File: src/rtl/img_pkg.sv
// Shared types for the raster image reader: default pixel width, pixel type,
// coordinate width helper and the reader FSM state encoding.
package img_pkg;

    localparam int PIX_W = 16;

    typedef logic [PIX_W-1:0] pixel_t;

    typedef enum logic [1:0] {
        IDLE  = 2'd0,
        RUN   = 2'd1,
        DRAIN = 2'd2,
        DONE  = 2'd3
    } state_t;

    // Coordinate counters need at least one bit even for a 1-pixel dimension.
    function automatic int coord_w(input int n);
        return (n > 1) ? $clog2(n) : 1;
    endfunction

endpackage

File: src/rtl/pix_skid_fifo.sv
// Two-entry FIFO that absorbs the one-cycle RAM latency so reads issued ahead
// of a stall are never dropped; head word is presented combinationally.
module pix_skid_fifo #(
    parameter int W = 8
) (
    input  logic         i_clk,
    input  logic         i_rst,
    input  logic         i_push,
    input  logic         i_pop,
    input  logic [W-1:0] i_din,
    output logic [W-1:0] o_dout,
    output logic [1:0]   o_occ
);

    logic [W-1:0] r_mem [2];
    logic         r_wr;
    logic         r_rd;
    logic [1:0]   r_occ;

    always_ff @(posedge i_clk or posedge i_rst) begin
        if (i_rst) begin
            r_mem[0] <= '0;
            r_mem[1] <= '0;
            r_wr     <= 1'b0;
            r_rd     <= 1'b0;
            r_occ    <= 2'd0;
        end else begin
            if (i_push) begin
                r_mem[r_wr] <= i_din;
                r_wr        <= ~r_wr;
            end
            if (i_pop) begin
                r_rd <= ~r_rd;
            end
            r_occ <= r_occ + {1'b0, i_push} - {1'b0, i_pop};
        end
    end

    assign o_dout = r_mem[r_rd];
    assign o_occ  = r_occ;

endmodule

File: src/rtl/image_mem_reader.sv
// Raster-order frame reader: walks the image RAM from BASE_ADDR and streams
// coordinate-tagged pixels over valid/ready with credit-limited read issue.
//
// state | meaning
// IDLE  | waiting for start
// RUN   | issuing reads, one per cycle while credit allows
// DRAIN | all addresses issued, emptying buffer
// DONE  | one-cycle done pulse
module image_mem_reader
    import img_pkg::*;
#(
    parameter int DATA_W    = PIX_W,
    parameter int ADDR_W    = 16,
    parameter int IMG_W     = 28,
    parameter int IMG_H     = 28,
    parameter int BASE_ADDR = 0
) (
    input  logic                      i_clk,
    input  logic                      i_rst,
    input  logic                      i_start,
    output logic                      o_busy,
    output logic                      o_done,
    output logic                      o_mem_en,
    output logic [ADDR_W-1:0]         o_mem_addr,
    input  logic [DATA_W-1:0]         i_mem_dout,
    output logic                      o_out_valid,
    input  logic                      i_out_ready,
    output logic [DATA_W-1:0]         o_out_data,
    output logic [coord_w(IMG_W)-1:0] o_out_x,
    output logic [coord_w(IMG_H)-1:0] o_out_y,
    output logic                      o_out_eol,
    output logic                      o_out_last
);

    localparam int X_W    = coord_w(IMG_W);
    localparam int Y_W    = coord_w(IMG_H);
    localparam int TAG_W  = X_W + Y_W + 2;
    localparam int FIFO_W = DATA_W + TAG_W;
    localparam logic [X_W-1:0]    X_LAST    = X_W'(IMG_W - 1);
    localparam logic [Y_W-1:0]    Y_LAST    = Y_W'(IMG_H - 1);
    localparam logic [ADDR_W-1:0] ADDR_BASE = ADDR_W'(BASE_ADDR);

    if (IMG_W < 1 || IMG_H < 1 ||
        longint'(BASE_ADDR) + longint'(IMG_W) * longint'(IMG_H) > (longint'(1) << ADDR_W))
    begin : g_frame_range_check
        $fatal(1, "image_mem_reader: frame does not fit in the RAM address space");
    end

    state_t              r_state;
    state_t              w_state_next;
    logic [ADDR_W-1:0]   r_addr;
    logic [X_W-1:0]      r_x;
    logic [Y_W-1:0]      r_y;
    logic                r_inflight;
    logic [TAG_W-1:0]    r_tag;
    logic                w_issue;
    logic                w_pop;
    logic                w_x_last;
    logic                w_frame_last;
    logic [2:0]          w_credit;
    logic [1:0]          w_occ;
    logic [FIFO_W-1:0]   w_head;

    assign w_x_last     = (r_x == X_LAST);
    assign w_frame_last = w_x_last && (r_y == Y_LAST);

    assign o_out_valid = (w_occ != 2'd0);
    assign w_pop       = o_out_valid & i_out_ready;
    // Outstanding words after this cycle: buffered + in flight - leaving now.
    assign w_credit    = {1'b0, w_occ} + {2'b00, r_inflight} - {2'b00, w_pop};

    always_ff @(posedge i_clk or posedge i_rst) begin
        if (i_rst) begin
            r_state <= IDLE;
        end else begin
            r_state <= w_state_next;
        end
    end

    always_comb begin
        w_state_next = r_state;
        case (r_state)
            IDLE:    if (i_start) w_state_next = RUN;
            RUN:     if (w_issue && w_frame_last) w_state_next = DRAIN;
            DRAIN:   if (w_pop && o_out_last) w_state_next = DONE;
            DONE:    w_state_next = IDLE;
            default: w_state_next = IDLE;
        endcase
    end

    always_comb begin
        o_busy  = 1'b0;
        o_done  = 1'b0;
        w_issue = 1'b0;
        case (r_state)
            RUN: begin
                o_busy  = 1'b1;
                w_issue = (w_credit < 3'd2);
            end
            DRAIN: o_busy = 1'b1;
            DONE: begin
                o_busy = 1'b1;
                o_done = 1'b1;
            end
            default: ;
        endcase
    end

    assign o_mem_en   = w_issue;
    assign o_mem_addr = r_addr;

    // Counters rewind on the final issue so the next frame starts at the base.
    always_ff @(posedge i_clk or posedge i_rst) begin
        if (i_rst) begin
            r_addr     <= ADDR_BASE;
            r_x        <= '0;
            r_y        <= '0;
            r_inflight <= 1'b0;
            r_tag      <= '0;
        end else begin
            r_inflight <= w_issue;
            if (w_issue) begin
                r_tag <= {r_x, r_y, w_x_last, w_frame_last};
                if (w_frame_last) begin
                    r_addr <= ADDR_BASE;
                    r_x    <= '0;
                    r_y    <= '0;
                end else begin
                    r_addr <= r_addr + ADDR_W'(1);
                    if (w_x_last) begin
                        r_x <= '0;
                        r_y <= r_y + Y_W'(1);
                    end else begin
                        r_x <= r_x + X_W'(1);
                    end
                end
            end
        end
    end

    pix_skid_fifo #(
        .W (FIFO_W)
    ) u_fifo (
        .i_clk  (i_clk),
        .i_rst  (i_rst),
        .i_push (r_inflight),
        .i_pop  (w_pop),
        .i_din  ({i_mem_dout, r_tag}),
        .o_dout (w_head),
        .o_occ  (w_occ)
    );

    assign {o_out_data, o_out_x, o_out_y, o_out_eol, o_out_last} = w_head;

endmodule
File: config.mk
export PLATFORM = sky130hd
export DESIGN_NAME = image_mem_reader
export DESIGN_NICKNAME = d
export VERILOG_FILES = /design/src/rtl/img_pkg.sv /design/src/rtl/pix_skid_fifo.sv /design/src/rtl/image_mem_reader.sv
export SDC_FILE = /design/constraint.sdc
export NUM_CORES = 1
export LEC_CHECK = 0
export ABC_AREA = 0
export CORE_MARGIN = 5
export CORE_UTILIZATION = 56
export CTS_BUF_LIST = sky130_fd_sc_hd__clkbuf_4
export CTS_CLUSTER_DIAMETER = 40
export DETAILED_ROUTE_END_ITERATION = 10
export PLACE_DENSITY = 0.82
export SYNTH_ARGS = -nofsm -noshare
export SYNTH_HDL_FRONTEND = slang
export SYNTH_HIERARCHICAL = 1
export SYNTH_SLANG_ARGS = --single-unit
File: constraint.sdc
create_clock -name i_clk -period 3.6 [get_ports i_clk]
set_input_delay 0.54 -clock i_clk [delete_from_list [all_inputs] [get_ports i_clk]]
set_output_delay 0.54 -clock i_clk [all_outputs]
set_load 0.05 [all_outputs]
After elaboration in Yosys (flattened, before gate mapping)
Cells that the tools add are included. W data, S select, Z words.

Bitwise operators: 5. Reduce and logical (&&, ||, !) cells: 10. Mux-type cells: 18. Equality and inequality tests: 8. Add/sub/neg operators: 7. Magnitude comparators: 4.

Operator list (count): $mux W28 (4); $bwmux W56 (1); $demux W28 S1 (1); $mux W5 (4); $add A16 B1 Y16 const B (1); $mux W16 (1); $add A5 B1 Y5 const B (2); $eq A5 B5 Y1 const B (2); $pmux W2 S4 (1); $mux W2 (3); $ne A2 B2 Y1 const B (3); $eq A2 B2 Y1 const B (2); $ge A2 B2 Y1 const B (2); $logic_and A1 B1 Y1 (4); $not A1 Y2 (2); $reduce_bool A2 Y1 (2); $add A2 B1 Y3 (1); $lt A3 B2 Y1 const B (1); $mux W1 (3); $reduce_and A3 Y1 (1); $reduce_or A3 Y1 (1); $sub A3 B1 Y3 (1); $add A2 B1 Y2 (1); $eq A2 B1 Y1 const B (1); other kinds (6) (7).

Input bits: 20. Word-level logic and storage cells: 63. Register bits: 101. Output and inout bits: 48.

Logic depth before layout (Yosys ltp)
Gate-level depths: netlist of the first run.

Depth in word-level cells: 8. Depth in mapped cells: 10. Mapped depth without buffers: 9.

Cells and area by module
Netlist of the first run, hierarchy kept.

By module, submodules not included: pix_skid_fifo (seq. area each 1501.4 um2, times used 1, area an instance 2616.3 um2, cells an instance 163); image_mem_reader (seq. area each 1026.0 um2, times used 1, area an instance 2060.7 um2, cells an instance 218).

Least setup slack after synthesis of the first run
No wires, ideal clock.

Kind: register to output. Start point: reg u_fifo.r_occ[1] (netlist: u_fifo/o_occ[1]). End point: out o_mem_en. Stages on the path, launching flop included: 9. Setup slack: 0.194 ns. Arrival time: 2.866 ns. Path buffers: 1. Data required time: 3.060 ns. Cell sequence: dfrtp_1 -> o21a_1 -> ha_1 -> nand2b_1 -> fa_1 -> xnor2_1 -> nand2_1 -> inv_1 -> buf_1.

Cells in the longest elaborated chain, start to end: 5. Elaborated cells between the ends (all ways): 6. Classes of those cells: add/sub (2); order compare (1); mux (1); bitwise (1); reduce/logical (1).

RTL lines: start, declared (line pix_skid_fifo.sv:18) `logic [1:0] r_occ;`; start signal, assigned (line pix_skid_fifo.sv:35) `r_occ <= r_occ + {1'b0, i_push} - {1'b0, i_pop};`; $reduce_bool A2 Y1 (line image_mem_reader.sv:67) `assign o_out_valid = (w_occ != 2'd0);`; $and A1 B1 Y1 (line image_mem_reader.sv:68) `assign w_pop = o_out_valid & i_out_ready;`; named net w_pop (line image_mem_reader.sv:57) `logic w_pop;`; $sub A3 B1 Y3 (line image_mem_reader.sv:70) `assign w_credit = {1'b0, w_occ} + {2'b00, r_inflight} - {2'b00, w_pop};`; $lt A3 B2 Y1 (line image_mem_reader.sv:98) `w_issue = (w_credit < 3'd2);`; $mux W1 (line image_mem_reader.sv:95) `case (r_state)`; end, declared (line image_mem_reader.sv:23) `output logic o_mem_en,`.

The timed path passes the listed nets, and every way through them passes these cells.

Worst setup path after layout of the first run
Same ends and word-level chain as after synthesis.

==> results.md, run 1 <==
* Slew headroom at about half
* Via-per-instance ratio at ~5.5
* Number of global-route vias before repair at about 3400
* Htree depth at 3
* Crit path kind: reg2out
* CTS Buf Count at 9
* Synth Register Bits at around 100
* GPL Wtd Cong at between 0.8 and 0.9
* Largest cells by area after synthesis: dfrtp_1, mux2_2, nand2_1, ha_1, o21ai_0
* Power density over the cells at 936 nW/um^2
* Leakage power at between 2 and 3 nW
* Post-CTS Setup Bufs at 0
* Critical Path Max Stage Delay at 0.56 ns
* Final Skew at a little under 0.02 ns
* Global-route wire length before repair at around 16000 um
* Starting density of the core at a little under three fifths
* Hold Path Depth at 1
* CP endpoint kind: output pin
* Placement Setup Slack at approximately 0.14 ns
* Final setup viols at 0
* Final nets at 490
* WHS Endpoint: u_fifo/r_rd
* Clock buffer depth at 2
* Area of the die at around 10000 sq um
* Ant. Diodes at 0
* Syn Nets at around 410
* RR Endpoint: o_mem_addr[13]
* Delay-heaviest family, CP: adder cells
* Final Max Slew Viols at 0
* DRC at 0
* Fmax at ~300 MHz
* Ys async rst share at 100%
* GRT Util Overall at 19.5%
* Core area at just over 8000 sq um
* Initial antenna violation count at 0
* Peak supply drop at about 0.63 mV
* Final setup TNS at 0 ns
* GRT Residual Overflow at 0
* PortBufs at between 60 and 70
* Status: finished clean
* Crit share post-route at between 90% and 100%
* Leading area contributor after synthesis: dfrtp_1
* DRT iter0 DRCs at ~180
* Tmin final at roughly 3.4 ns
* Final worst slack at 0.232 ns
* DRT antenna net count at 0
* Synthesized area per cell at 12.3 sq um
* Buf/Inv on CP at 2
* Post-synthesis sequential area ratio at 54.0%
* Post-synthesis cell count at 381
* Post-detail-place hpwl at roughly 6500 um
* CTS clk-pin slew, worst paths at 0.15 ns
* Worst Path Required at approximately 3.1 ns
* Final WL at 9240 um
* Die W at 101 um
* Root buf cell: clkbuf_4
* # hold bufs at CTS at 0
* Via count at 3094
* CP Data Arrival Time at between 2 and 3 ns
* Post-synth EDFFs at 0
* CP startpoint kind: register
* FF/Latch Area at approximately 2500 sq um
* Share of the synthesized area in the top cell type at 54.0%
* Wire length per cell at between 15 and 20 um
* Ratio of cells with drive above 1 in the final layout at 27.1%
* Hold crit path type: reg2reg
* Yosys warnings at 6
* Netlist cell types at between 40 and 50
* Worst R2R Start: u_fifo/o_occ[1]
* HP Start: u_fifo/r_rd
* Clock sinks at ~100
* Worst reg-to-reg path cell count at 8
* R2R setup slack at about 0.5 ns
* Row cnt at 33
* Synth Flop Type: dfrtp_1
* Number of max-cap violations at 0
* Largest net degree at the start of global routing at 42
* CTS tree: done
* Mapped cell area at around 4700 sq um
* Die Y at a little over 100 um
* Crit path cell chain: o21a_1, ha_1, nand2b_1, fa_1, and2_1, nand2_1, inv_1, buf_12
* I/O pin count at a little under 70
* RSZ-0062 raised after global routing: false
* DRT Pass-1 Iters at 4
* Area Growth Syn to Fin at 19.9%
* Filler Cell Count at around 610
* Critical Path Fanout Max at 6
* Slowest-stage cell, CP: fa_1
* Worst-Margin Slew at 0.719 ns
* Total power at between 5 and 6 mW
* Clock Latency Late Sink at 0.45 ns
* Multi-input logic area at 2000 sq um
* Hold violation total from the final report at 0
[worst max path at each step]
stage | from | to | depth (start not counted)
final | u_fifo/o_occ[1] | o_mem_en | 8
after detailed placement | i_out_ready | o_mem_addr[13] | 9
after floorplan | u_fifo/o_occ[1] | o_mem_en | 8
after CTS | u_fifo/o_occ[1] | o_mem_en | 8
after global routing | u_fifo/o_occ[1] | o_mem_en | 8
after global placement | i_out_ready | o_mem_addr[11] | 9
[cell type report]
cell class,instances,share of cell area (%)
clock buffers,9,1.20
clock inverters,6,1.03
inverters,11,0.736
multi-input cells,255,35.7
flip-flops and latches,101,45.1
well taps,105,2.34
repair buffers,80,13.9
[through the flow]
| step | hold slack (ns) | std cells | instance area (sq um) | util [%] |
|---|---|---|---|---|
| after floorplan | 0.458 | 381 | 4680 | - |
| after global placement | 0.474 | 552 | 5480 | 67.1 |
| after detailed placement | 0.484 | 552 | 5480 | 67.1 |
| after CTS | 0.512 | 567 | 5610 | 68.6 |
| after global routing | 0.545 | 567 | 5610 | 68.6 |
| final | 0.513 | 567 | 5610 | 68.6 |
[layout by cell type (no fill, tap or decap), types with 10 or more instances in the layout]
master,instances
dfrtp_1,100
mux2_2,87
clkdlybuf4s50_1,66
nand2_1,56
o21ai_0,14
buf_4,13
nor2_1,11
ha_1,11
inv_1,10
nand3_1,10
[synthesized netlist by cell type (2+ instances only)]
library cell  instances
clkbuf_1              3
o21ai_0              14
and2_1                2
buf_2                 2
nand4b_1              2
inv_1                11
and4b_1               2
a21oi_1               4
clkbuf_8              2
or3_1                 2
nor4_1                6
nor3_1                3
or4_1                 5
ha_1                 11
mux2_2               87
clkbuf_2              2
dfrtp_1             101
nand4_1               7
nand3_1              10
nor2_1               11
o31ai_1               4
xor2_1                4
xnor2_1               8
nand2_1              56
or2_2                 2
buf_6                 3
[kinds of logic (layout without fill, tap and decap cells)]
| group | after synthesis | in the layout | synth area share (%) |
|---|---|---|---|
| fa+ha+maj | 12 | 12 | 3.37 |
| xor+xnor | 13 | 13 | 2.60 |
| buf+inv | 25 | 106 | 3.10 |
| compound gates | 29 | 29 | 3.80 |
| simple gates | 113 | 113 | 11.8 |
| mux | 88 | 88 | 21.3 |
| flops | 101 | 101 | 54.0 |
[where the power goes]
part	internal, mW	leakage [nW]	switching [mW]
logic	1.20	1.18	1.72
registers	1.51	1.28	0.267
clock network	0.155	0.0704	0.400
total	2.86	2.53	2.39
[repair_timing]
item                                   in CTS  in global routing
resized for setup                           0                  1
setup endpoints to repair                   0                  1
endpoints found under the hold margin       0                  0
[registers in the layout (all words and copies together) (netlist names)]
signal        cells
u_fifo/r_rd       1
o_mem_addr       16
u_fifo/o_occ      2
r_y               5
r_x               5
r_inflight        1
r_state           2
u_fifo/r_wr       1
u_fifo/r_mem     56
r_tag            12
[metal layers]
metal  share of wire (%)  track usage [%]  wire, um  vias to the layer above
met5                   0                0         0                        -
met4                0.80             5.21        74                        0
met3                 5.2             5.03       483                        9
met2                  48             31.5      4450                       74
met1                  46             26.3      4230                     1511
li1                    -                -         -                     1500
No activity file was read; power rests on OpenSTA's default activity.
==> run 2, diff against run 1 <==
Settings changed: SETUP_SLACK_MARGIN from default to 0.02.
==> results of run 2 <==
The final DEF is identical to that of run 1; final timing and power are the same.
